[src/rtl/uart_tx.sv]
// LSB-first UART transmitter: start, data, optional parity and stop bits, one bit per CLK.
// Define UART_TX_TWO_STOP_EN to send two stop bits per frame.
module uart_tx #(
    parameter int DATA_WIDTH = 8
) (
    input  logic                  CLK,
    input  logic                  RST,
    input  logic [DATA_WIDTH-1:0] P_DATA,
    input  logic                  DATA_VALID,
    input  logic                  PAR_EN,
    input  logic                  PAR_TYP,
    output logic                  TX_OUT,
    output logic                  Busy
);

    localparam int CW = (DATA_WIDTH > 1) ? $clog2(DATA_WIDTH) : 1;

    typedef enum logic [2:0] {
        IDLE,
        START,
        DATA,
        PARITY,
        STOP
    } state_t;

    state_t                state;
    state_t                state_next;
    logic [DATA_WIDTH-1:0] data_reg;
    logic                  par_en_reg;
    logic                  par_typ_reg;
    logic [CW-1:0]         bit_cnt;
    logic                  last_bit;
    logic                  accept;
    logic                  parity_bit;
    logic                  tx_next;
    logic                  busy_next;
`ifdef UART_TX_TWO_STOP_EN
    logic                  stop_done;
`endif

    assign accept     = (state == IDLE) && DATA_VALID;
    assign last_bit   = (bit_cnt == CW'(DATA_WIDTH - 1));
    assign parity_bit = (^data_reg) ^ par_typ_reg;

    always_ff @(posedge CLK) begin
        if (RST) begin
            state <= IDLE;
        end else begin
            state <= state_next;
        end
    end

    always_comb begin
        state_next = state;
        unique case (state)
            IDLE:   if (DATA_VALID) state_next = START;
            START:  state_next = DATA;
            DATA: begin
                if (last_bit) begin
                    state_next = par_en_reg ? PARITY : STOP;
                end
            end
            PARITY: state_next = STOP;
`ifdef UART_TX_TWO_STOP_EN
            STOP:   state_next = stop_done ? IDLE : STOP;
`else
            STOP:   state_next = IDLE;
`endif
            default: state_next = IDLE;
        endcase
    end

    // Outputs are computed one state ahead and registered, so the line lags the FSM by a cycle.
    always_comb begin
        tx_next   = 1'b1;
        busy_next = 1'b1;
        unique case (state)
            IDLE:   busy_next = DATA_VALID;
            START:  tx_next = 1'b0;
            DATA:   tx_next = data_reg[bit_cnt];
            PARITY: tx_next = parity_bit;
            STOP:   tx_next = 1'b1;
            default: begin
                tx_next   = 1'b1;
                busy_next = 1'b0;
            end
        endcase
    end

    always_ff @(posedge CLK) begin
        if (RST) begin
            TX_OUT      <= 1'b1;
            Busy        <= 1'b0;
            data_reg    <= '0;
            par_en_reg  <= 1'b0;
            par_typ_reg <= 1'b0;
            bit_cnt     <= '0;
        end else begin
            TX_OUT <= tx_next;
            Busy   <= busy_next;
            if (accept) begin
                data_reg    <= P_DATA;
                par_en_reg  <= PAR_EN;
                par_typ_reg <= PAR_TYP;
                bit_cnt     <= '0;
            end else if (state == DATA && !last_bit) begin
                bit_cnt <= bit_cnt + CW'(1);
            end
        end
    end

`ifdef UART_TX_TWO_STOP_EN
    always_ff @(posedge CLK) begin
        if (RST) begin
            stop_done <= 1'b0;
        end else begin
            stop_done <= (state == STOP) && !stop_done;
        end
    end
`endif

endmodule

[config.mk]
export PLATFORM = sky130hd
export DESIGN_NAME = uart_tx
export DESIGN_NICKNAME = d
export VERILOG_FILES = /design/src/rtl/uart_tx.sv
export SDC_FILE = /design/constraint.sdc
export NUM_CORES = 1
export LEC_CHECK = 0
export ABC_AREA = 1
export CORE_MARGIN = 1.5
export CORE_UTILIZATION = 40
export CTS_CLUSTER_SIZE = 12
export DETAILED_ROUTE_END_ITERATION = 6
export PLACE_DENSITY = 0.73
export SLEW_MARGIN = 40
export SYNTH_ARGS = -nofsm -noshare
export SYNTH_HDL_FRONTEND = slang
export SYNTH_SLANG_ARGS = --single-unit
[constraint.sdc]
create_clock -name CLK -period 2.6 [get_ports CLK]
set_clock_uncertainty 0.05 [all_clocks]
set_input_delay 0.52 -clock CLK [delete_from_list [all_inputs] [get_ports CLK]]
set_output_delay 0.52 -clock CLK [all_outputs]
set_load 0.02 [all_outputs]
==> results of run 1 <==
cell families (layout without fill, tap and decap cells):
logic type	after synthesis	after routing	synth area share, %
buf+inv	28	43	11.8
fa+ha+maj	2	2	2.53
simple gates	76	76	32.4
compound gates	30	30	16.1
xor+xnor	1	1	0.885
flops	18	18	36.4
cells in the mapped netlist (all sizes together):
library cell	count
o22ai	1
dfxtp	18
nor3	4
buf	2
xnor2	1
a21oi	14
inv	25
o21ai	12
clkbuf	1
a211oi	2
nor2	12
ha	2
nand2	52
nand3	8
o211ai	1
final cells by class:
| class | count | area (sq um) |
|---|---|---|
| flip-flops and latches | 18 | 360 |
| inverters | 25 | 93.8 |
| multi-input cells | 109 | 513 |
| repair buffers | 14 | 140 |
| fillers | 223 | 1100 |
| well taps | 28 | 35.0 |
| clock buffers | 4 | 36.3 |
worst max path at each step:
stage                           from    endpoint  slack [ns]  depth (start not counted)
after global routing            Busy        Busy        0.78                          1
after detailed placement         RST  bit_cnt[2]        0.80                          4
after floorplan           bit_cnt[0]  bit_cnt[1]        1.35                          5
after CTS                       Busy        Busy        0.79                          1
final                           Busy        Busy        0.81                          1
after global placement           RST  bit_cnt[2]        0.88                          4
report_power, final:
| part | internal [mW] | switching (mW) | total (mW) |
|---|---|---|---|
| sequential | 0.368 | 0.0799 | 0.447 |
| clock | 0.0853 | 0.0832 | 0.168 |
| combinational | 0.224 | 0.375 | 0.599 |
per-stage QoR:
step / setup WS, ns / util, %
2_1_floorplan: 1.35 / -
3_3_place_gp: 0.878 / 50.2
3_5_place_dp: 0.799 / 50.2
4_1_cts: 0.794 / 51.8
5_1_grt: 0.775 / 51.8
6_report: 0.807 / 51.8
routing by layer:
layer	track usage, %	vias up
met3	2.57	5
li1	-	521
met2	29.4	21
met4	6.41	0
met1	21.2	428
met5	0	-
==> impl_metrics.ini, run 1 <==
[yosys]
netlist_area_sq_um = 990
synth_area_leaders = dfxtp_1 36%, nand2_1 19%, inv_1 9.1%
yosysTopAreaCell = dfxtp_1
synthCells = 155
seq_area_frac_synth_pct = 36.4
ys_warn_count = 0
synth_top_area_share_pct = 36.4
syn_nets = 170
ys_types = 21
synth_seq_cells = 18
syn_avg_cell_area_sq_um = 6.39

[global_routing]
grt_max_degree = 22
grt_util_all_layers_pct = 17.1
grt_pass1_vias = 860
grt_overflow = 0
antenna_found_initial = 0
grt_pass1_wl_mm = 3.46

[worst_setup_path]
critical_path_class = reg2out
crit_buf_inv = 1
r2r_cells = 5
cp_cell_sequence = clkdlybuf4s50_1
required_ns = 2.03
arrival_ns = 1.22
r2r-end = bit_cnt[2]
critPathCaptureType = output port
slowest_delay_ns = 0.60
r2r-start = bit_cnt[0]
worst_path_dominant_cell_family = buffers and inverters
r2r_setup_slack_ns = 1.17
critPathMaxFanout = 1
cp-start-kind = register
cp_slowest_cell = clkdlybuf4s50_1

[clock_network]
cts_sinks = 18
cts_root_buffer = clkbuf_4
clkTransAtPathRegs_ns = 0.10
cts_buffers = 3
post_cts_resized = 0
cts_tree = built
postCtsSetupRepairBufs = 0
clk_latency_ns = 0.29
htreeDepth = 1
max-clock-path-buffers = 2
cts_hold_buf = 0

[routing]
routedLengthMet1_um = 983
route.met2.wl_um = 974
avgRoutedWirePerCell_um = 10.4
firstDrtPassIters = 5
drt_iter0_markers = 18
route.detailed.drc = 0
wl_met3_um = 70
top_layer = met4
detail-route-antenna-nets = 0
wl_mm = 2.06
vias = 975
vias_per_cell = 4.92

[pwr]
power_density_mw_per_mm2 = 1030
p_leak_nw = 0.565
ir_worst_vdd_mv = 0.572
totalPowerFinal_mw = 1.22

[final_layout]
final_layout_size_suffix_gt1_share_pct = 6.47
design_area_sq_mm = 0.00118
largest_register_ffs = 8
layout_common_cells = 49 x nand2_1, 24 x inv_1, 18 x dfxtp_1
fin_nets = 186
final_common_cell = nand2_1
n_antenna_cell = 0
instances_no_fill = 198
areaGrowthSynthToFinish_pct = 19.1

[flow_run]
cap_violations = 0

[sta]
relSlewSlack_pct = 77.8
finalHoldViolCount = 0
whs_ns = 0.425
worst_pin_slew_ns = 0.331
setup_violations = 0
slew_violations = 0
min_period_over_period_pct = 69.0
fin_crit_ns = 1.79
setup_tns_ns = 0
max_freq_ghz = 0.558
rsz0062_at_grt = false

[status]
run_status = finished, final reports clean

[die]
die_x_um = 52.7
core-area_sq_mm = 0.00228
dieArea_sq_mm = 0.00278
initial_core_util_pct = 43.5
rows = 17
die_y_um = 52.7
pin_count = 15

[place]
gp_congestion = 0.922
place_hpwl_mm = 1.59
portBuffers = 14
placed_area_sq_mm = 0.00114
post-place-cells = 194

[worst_hold_path]
min_path_type = reg2reg
worst_hold_path.num_cells = 2
min_from = par_typ_reg
hold_end = par_typ_reg
Power figures use the tool's default switching activity.
==> run 2: changes to the inputs <==
--- a/config.mk
+++ b/config.mk
@@ -10,7 +10,7 @@
 export CORE_UTILIZATION = 40
 export CTS_CLUSTER_SIZE = 12
 export DETAILED_ROUTE_END_ITERATION = 6
-export PLACE_DENSITY = 0.73
+export PLACE_DENSITY = 0.75
 export SLEW_MARGIN = 40
 export SYNTH_ARGS = -nofsm -noshare
 export SYNTH_HDL_FRONTEND = slang
==> constraint.sdc (replaced) <==
create_clock -name CLK -period 1.6 [get_ports CLK]
set_clock_uncertainty 0.05 [all_clocks]
set_input_delay 0.32 -clock CLK [delete_from_list [all_inputs] [get_ports CLK]]
set_output_delay 0.32 -clock CLK [all_outputs]
set_load 0.02 [all_outputs]
==> impl_metrics.ini, run 2 (synthesis gave the netlist of run 1 again) <==
[status]
run_status = finished, final reports clean

[sta]
min_period_over_period_pct = 86.5
finalHoldViolCount = 0
worst_pin_slew_ns = 0.338
fin_crit_ns = 1.38
setup_violations = 0
max_freq_ghz = 0.722
layout_setup_ws_ns = 0.216
slew_violations = 0
rsz0062_at_grt = false
whs_ns = 0.428
relSlewSlack_pct = 77.4
setup_tns_ns = 0

[place]
pre_cts_ws_ns = 0.0362
place_hpwl_mm = 1.58
portBuffers = 14
gp_congestion = 0.816

[clock_network]
htreeDepth = 1
cts_tree = built
max-clock-path-buffers = 2
clk_latency_ns = 0.28
cts_buffers = 3
cts_hold_buf = 0
postCtsSetupRepairBufs = 0
clkTransAtPathRegs_ns = 0.09
cts_root_buffer = clkbuf_4
post_cts_resized = 0
cts_sinks = 18

[final_layout]
largest_register_ffs = 8
final_common_cell = nand2_1
n_antenna_cell = 0
areaGrowthSynthToFinish_pct = 19.7
final_layout_size_suffix_gt1_share_pct = 7.02
layout_common_cells = 49 x nand2_1, 24 x inv_1, 18 x dfxtp_1
fin_nets = 188
fillCellCount = 212

[flow_run]
cap_violations = 0

[global_routing]
antenna_found_initial = 0
grt_pass1_vias = 839
grt_util_all_layers_pct = 15.8
grt_pass1_wl_mm = 3.27
grt_max_degree = 22
grt_overflow = 0

[routing]
firstDrtPassIters = 4
drt_iter0_markers = 19
detail-route-antenna-nets = 0
avgRoutedWirePerCell_um = 9.99
vias = 962
wl_mm = 1.99
route.detailed.drc = 0
vias_per_cell = 4.83

[die]
dieArea_sq_mm = 0.00278
pin_count = 15
die_x_um = 52.7
core-area_sq_mm = 0.00228
rows = 17
initial_core_util_pct = 43.5
die_y_um = 52.7

[worst_hold_path]
min_path_type = reg2reg

[worst_setup_path]
critical_path_class = reg2reg
cp-start-kind = register
r2r_setup_slack_ns = 0.22
required_ns = 1.75
arrival_ns = 1.54
critPathMaxFanout = 21
critPathCaptureType = register

[pwr]
p_leak_nw = 0.582
power_density_mw_per_mm2 = 1610
ir_worst_vdd_mv = 0.960
[run 2: final timing paths]
| kind | start | endpoint | cells after the start |
|---|---|---|---|
| worst max-delay path | state[1] | bit_cnt[1] | 6 |
| worst min-delay path | par_typ_reg | par_typ_reg | 2 |
| worst max register to register | state[1] | bit_cnt[1] | 6 |
| worst min register to register | par_typ_reg | par_typ_reg | 2 |
[run 2: critical path: stages, from the launching register on]
cell and delay [ns]:
dfxtp_1 0.38, inv_1 0.09, nand2_2 0.09, nor2_2 0.05
nand2_2 0.27, nand2_1 0.15, a211oi_1 0.23
[run 2: layout make-up]
type	instances	area, sq um	area share (%)
multi-input cells	109	513	43.3
flip-flops and latches	18	360	30.4
repair buffers	16	160	13.5
inverters	25	93.8	7.92
well taps	28	35.0	2.96
clock buffers	3	22.5	1.90
[run 2: power by group]
group / leakage [nW] / switching [mW] / internal [mW]
registers: 0.148 / 0.130 / 0.597
clock network: 0.0138 / 0.124 / 0.0874
logic: 0.420 / 0.598 / 0.365
[run 2: metrics by stage]
stage                     cell area (sq um)  utilization [%]  total power [mW]  std cells
after global placement                 1160             50.9              1.67        196
after global routing                   1180             52.1              2.09        199
after CTS                              1180             51.8              1.92        199
after floorplan                         990                -              1.50        155
final                                  1180             52.1              1.90        199
after detailed placement               1160             50.9              1.71        196
[run 2: per-layer routing]
| metal | vias to the layer above | track usage (%) | wire [um] |
|---|---|---|---|
| met4 | 0 | 6.41 | 21 |
| met1 | 425 | 19.5 | 975 |
| met3 | 4 | 1.71 | 23 |
| met5 | - | 0 | 0 |
| li1 | 526 | - | - |
| met2 | 7 | 27.5 | 968 |
==> patch 1: new RTL, config.mk and constraints of run 2 <==
`DATA_WIDTH`: 8 -> 4.
--- a/src/rtl/uart_tx.sv
+++ b/src/rtl/uart_tx.sv
@@ -3,3 +3,3 @@
 module uart_tx #(
-    parameter int DATA_WIDTH = 8
+    parameter int DATA_WIDTH = 4
 ) (
Ports: changed (resized P_DATA); port bits go from 15 to 11. The function was not compared with the original's and may differ.
==> patch 1 against run 2 <==
Clock power fell by 7%; sequential cell count down 5; sequential power shrank 32%; critical path depth decreased by 5; cell area decreased by 35%; routed wire length fell by 39%; worst setup slack got worse by 160 ps; total power is 34% lower; hold slack worse by 4.6 ps; area after synthesis decreased by 35%; largest cell class unchanged; highest routed layer unchanged.
==> patch 1: results (changes against run 2) <==
stage,metric,value,unit,change
cells_and_area,post-route non-filler standard cell count,118,,-41%
critical_path,worst r2r dst,par_typ_reg,,
critical_path,Critical Path AT,1170,ps,-370 ps
outcome,status,finished clean,,
logic_synthesis,number of distinct library cells after synthesis,18,,-14%
die,DIE AREA,1860,µm²,-33%
logic_synthesis,Post-Synth Adder-Cell Area,0.0194,,-0.00587
cells_and_area,layout cell share with drive strength beyond 1,0.157,,+0.0867
critical_path,Setup crit start,Busy,,
min_path,Hold Crit Start,par_typ_reg,,
cells_and_area,# diodes,0,,unchanged
critical_path,crit path max fanout,1,,-95%
pwr,VDD IR max,567,µV,-41%
critical_path,reg2reg start,state[1],,
clock_network,CTS Buffer Depth,2,,unchanged
critical_path,CP max stage cell,clkdlybuf4s50_1,,
routing,Initial DRT Pass Iterations,4,,unchanged
clock_network,clk slew on worst S/H paths,80,ps,
cells_and_area,max reg flops,4,,-4
clock_network,"Setup Fix Bufs, Post-CTS",0,,unchanged
critical_path,flop2flop setup slack,400,ps,+180 ps
clock_network,CTS Buf Count,3,,unchanged
placed_design,Detail Placement HPWL,976,µm,-38%
critical_path,Slowest Stage Delay on Critical Path,600,ps,+220 ps
routing,Starting DRT DRC Count,5,,-14
routing,detailed-route vias per instance,4.75,,-1.7%
global_route,Total GRT Usage,0.136,,-0.0218
global_route,initial antenna violation count,0,,unchanged
placed_design,number of port buffers,10,,-4
clock_network,clock latency at the later pin of the worst-skew pair,270,ps,
global_route,largest net degree at the start of global routing,14,,-36%
sta,Slew HR,0.743,,-0.0315
routing,Routed WL,1210,µm,-39%
logic_synthesis,sequential element share of the synthesized area,0.404,,+0.0398
critical_path,crit-path leading delay family,buffers and inverters,,
critical_path,R2R cell count,6,,unchanged
global_route,vias in the first global route,490,,-42%
clock_network,H-Tree Depth,1,,unchanged
logic_synthesis,mux contribution to synthesized area,0,,unchanged
logic_synthesis,synth warn,0,,unchanged
pwr,Leak,0.333,nW,-43%
global_route,first-pass GRT wire length,1950,µm,-40%
placed_design,# placed instances,114,,-42%
logic_synthesis,Synth top cells by count,"20 x nand2_1, 14 x inv_1, 13 x dfxtp_1",,
pwr,P_sw,0.000515,W,-40%
pwr,clock share of power,0.158,,+0.047
logic_synthesis,dominant cells by area after synthesis,"dfxtp_1 40%, nand2_1 12%, inv_1 8.2%",,
logic_synthesis,Mapped Nets,100,,-41%
logic_synthesis,syn_area_per_cell,7.16,µm²,+12%
logic_synthesis,Post-Synth XOR/XNOR Area,0.0136,,+0.00474
logic_synthesis,compound-gate portion of the synthesized area,0.186,,+0.0259
pwr,P_comb,0.000554,W,-42%
placed_design,RePlAce Congestion,0.807,,-1.1%
pwr,logic gate share of total power,0.444,,-0.062
cells_and_area,# fillers,144,,-32%
patch 1: changes by cell type after synthesis, sizes merged, moves of 2 or more:
| cell | delta |
|---|---|
| nand2 | -29 |
| o21ai | -3 |
| dfxtp | -5 |
| nor2 | -6 |
| inv | -9 |
| a21oi | -4 |
| a211oi | -2 |
| nor3 | -3 |
patch 1: stage by stage:
step	instance area [µm²]	worst slack [ps]	util	hold slack, ps
final	772	60.6	0.512	423
after global routing	772	29.4	0.512	456
after CTS	772	43.7	0.512	425
after detailed placement	746	127	0.495	414
after global placement	746	124	0.495	417
after floorplan	644	551	-	393
patch 1: cell families after synthesis:
group,after synthesis
xor+xnor,1
fa+ha+maj,1
flops,13
simple gates,37
buf+inv,18
compound gates,20
patch 1: how the worst max path moves through the flow:
| stage | endpoint | cells past startpoint | slack, ps |
|---|---|---|---|
| floorplan | data_reg[0] | 7 | 550 |
| global placement | TX_OUT | 5 | 120 |
| detailed placement | TX_OUT | 5 | 130 |
| finish | Busy | 1 | 60 |
| global route | Busy | 1 | 30 |
| CTS | TX_OUT | 1 | 40 |
patch 1: cell type report:
class | instances | area (µm²) | area share
Multi-Input combinational cell | 59 | 305 | 0.395
Sequential cell | 13 | 260 | 0.337
Timing Repair Buffer | 10 | 100 | 0.130
Inverter | 16 | 60.1 | 0.0778
Clock buffer | 4 | 26.3 | 0.0340
Tap cell | 16 | 20.0 | 0.0259
patch 1: per-layer routing:
layer	wire length (µm)	vias up	share of wire	track usage
met1	586	245	0.48	0.175
met3	30	2	0.025	0.0298
met4	14	0	0.012	0.0545
li1	-	308	-	-
met2	581	6	0.48	0.218
met5	0	-	0	0
==> patch 2: new RTL, config.mk and constraints of run 2 <==
Made on the original files. Encoding of `state_t`: now one-hot (5 bits for 5 states).
--- a/src/rtl/uart_tx.sv
+++ b/src/rtl/uart_tx.sv
@@ -17,8 +17,8 @@
 
-    typedef enum logic [2:0] {
-        IDLE,
-        START,
-        DATA,
-        PARITY,
-        STOP
+    typedef enum logic [4:0] {
+        IDLE   = 5'b00001,
+        START  = 5'b00010,
+        DATA   = 5'b00100,
+        PARITY = 5'b01000,
+        STOP   = 5'b10000
     } state_t;
Check against the original RTL: same outputs for any inputs over 10 cycles, from zero or initial values and one cycle with RST high; not proved beyond that.
==> patch 2 against run 2 <==
Critical endpoint is now state[4]; routed wire length up 13%; worst setup slack got worse by 25 ps; cell area increased by 13%; largest cell class unchanged; area after synthesis rose by 14%; sequential cell count is 2 higher; first-iteration DRC count is 58% higher; highest routed layer unchanged; via count is 2.8% higher.
Power is not compared: it rests on default switching activity, and its combinational part moved more than twofold at a synthesized area within 25%.
==> patch 2: results (changes against run 2) <==
stage,metric,value,unit,change
cells_and_area,# diodes,0,,unchanged
cells_and_area,layout cell share with drive strength beyond 1,0.229,,+0.159
routing,Vias,989,,+2.8%
critical_path,Critical Path AT,1590,ps,+50 ps
critical_path,R2R cell count,6,,unchanged
pwr,Leak,0.572,nW,
pwr,total power,0.00110,W,
logic_synthesis,Syn Inst Count,153,,-1.3%
logic_synthesis,Mapped Nets,168,,-1.2%
clock_network,clk slew on worst S/H paths,110,ps,+20 ps
pwr,clock share of power,0.216,,
logic_synthesis,"FFs w/ async S/R, synth",0,,unchanged
min_path,Hold Crit Start,par_en_reg,,
routing,DR top layer,met4,,
clock_network,CTS Buf Count,3,,unchanged
placed_design,RePlAce Congestion,0.810,,-0.82%
critical_path,reg2reg start,bit_cnt[0],,
routing,Routed WL,2260,µm,+13%
cells_and_area,# fillers,277,,+31%
logic_synthesis,sequential element share of the synthesized area,0.355,,-0.00894
logic_synthesis,number of distinct library cells after synthesis,26,,+24%
routing,Starting DRT DRC Count,30,,+11
outcome,status,finished clean,,
critical_path,CP max stage cell,dfxtp_1,,
routing,WL met1,892,µm,-8.5%
global_route,first-pass GRT wire length,4140,µm,+27%
critical_path,worst r2r dst,state[4],,
critical_path,Slowest Stage Delay on Critical Path,480,ps,+100 ps
pwr,VDD IR max,513,µV,
sta,Tightest Pin Transition,287,ps,-50.3 ps
routing,met3 wire length,68,µm,+200%
cells_and_area,max reg flops,8,,unchanged
global_route,initial antenna violation count,0,,unchanged
pwr,logic gate share of total power,0.274,,
min_path,worst hold path type,reg2reg,,
global_route,vias in the first global route,1028,,+23%
clock_network,CTS Buffer Depth,2,,unchanged
logic_synthesis,dominant cells by area after synthesis,"dfxtp_1 36%, nand2_1 13%, a21oi_2 9.3%",,
global_route,Total GRT Usage,0.164,,+0.00609
placed_design,Place WS,54.8,ps,+18.6 ps
critical_path,flop2flop setup slack,190,ps,-20 ps
global_route,largest net degree at the start of global routing,14,,-36%
routing,met2 routed WL,1260,µm,+30%
placed_design,Detail Placement HPWL,1860,µm,+17%
critical_path,crit path max fanout,7,,-67%
cells_and_area,Final Net Count,187,,-0.53%
min_path,worst hold endpoint,state[3],,
routing,detailed-route vias per instance,4.92,,+1.8%
clock_network,clock latency at the later pin of the worst-skew pair,300,ps,+20 ps
pwr,sw frac,0.317,,
placed_design,number of port buffers,14,,unchanged
placed_design,# placed instances,198,,+1.0%
logic_synthesis,Synth top cells by count,"40 x nand2_1, 20 x dfxtp_1, 19 x inv_1",,
-- patch 2: area by class of cell --
cell class / count / share of cell area
Sequential cell: 20 / 0.300
Tap cell: 31 / 0.0291
Timing Repair Buffer: 17 / 0.129
Multi-Input combinational cell: 105 / 0.454
Inverter: 25 / 0.0704
Clock buffer: 3 / 0.0169
-- patch 2: routing by layer --
metal	GRT usage	up-vias
li1	-	521
met1	0.185	446
met2	0.301	17
met3	0.0302	5
met4	0.0646	0
met5	0	-
-- patch 2: logic make-up after synthesis --
kind of cell | synth area share
and+or+nand+nor | 0.305
buffers and inverters | 0.108
AOI/OAI and AO/OA | 0.186
DFF | 0.355
xor gates and xnor gates | 0.0233
adders and majority gates | 0.0222
-- patch 2: what timing repair did --
action / 4_1_cts / 5_1_grt
buffers inserted: 0 / 0
gates resized for setup: 2 / 0
endpoints found under the setup margin: 2 / 0
-- patch 2: worst max-delay path by stage --
stage	cells after the start	end	start	slack [ps]
3_5_place_dp	7	data_reg[2]	DATA_VALID	50
3_3_place_gp	7	data_reg[3]	DATA_VALID	80
5_1_grt	6	state[4]	bit_cnt[0]	70
2_1_floorplan	6	state[4]	bit_cnt[0]	370
4_1_cts	6	state[3]	bit_cnt[0]	200
6_report	6	state[4]	bit_cnt[0]	190
-- patch 2: per-stage QoR --
step,instance area (µm²),hold WS [ps]
floorplan,1130,339
global placement,1310,417
detailed placement,1310,422
CTS,1330,439
global route,1330,471
finish,1330,434
-- patch 2: critical path: cells and delay by family (launching register included) --
kind	cells	cell delay, ps
DFF	1	480
adders and majority gates	2	410
and+or+nand+nor	3	310
buffers and inverters	1	80
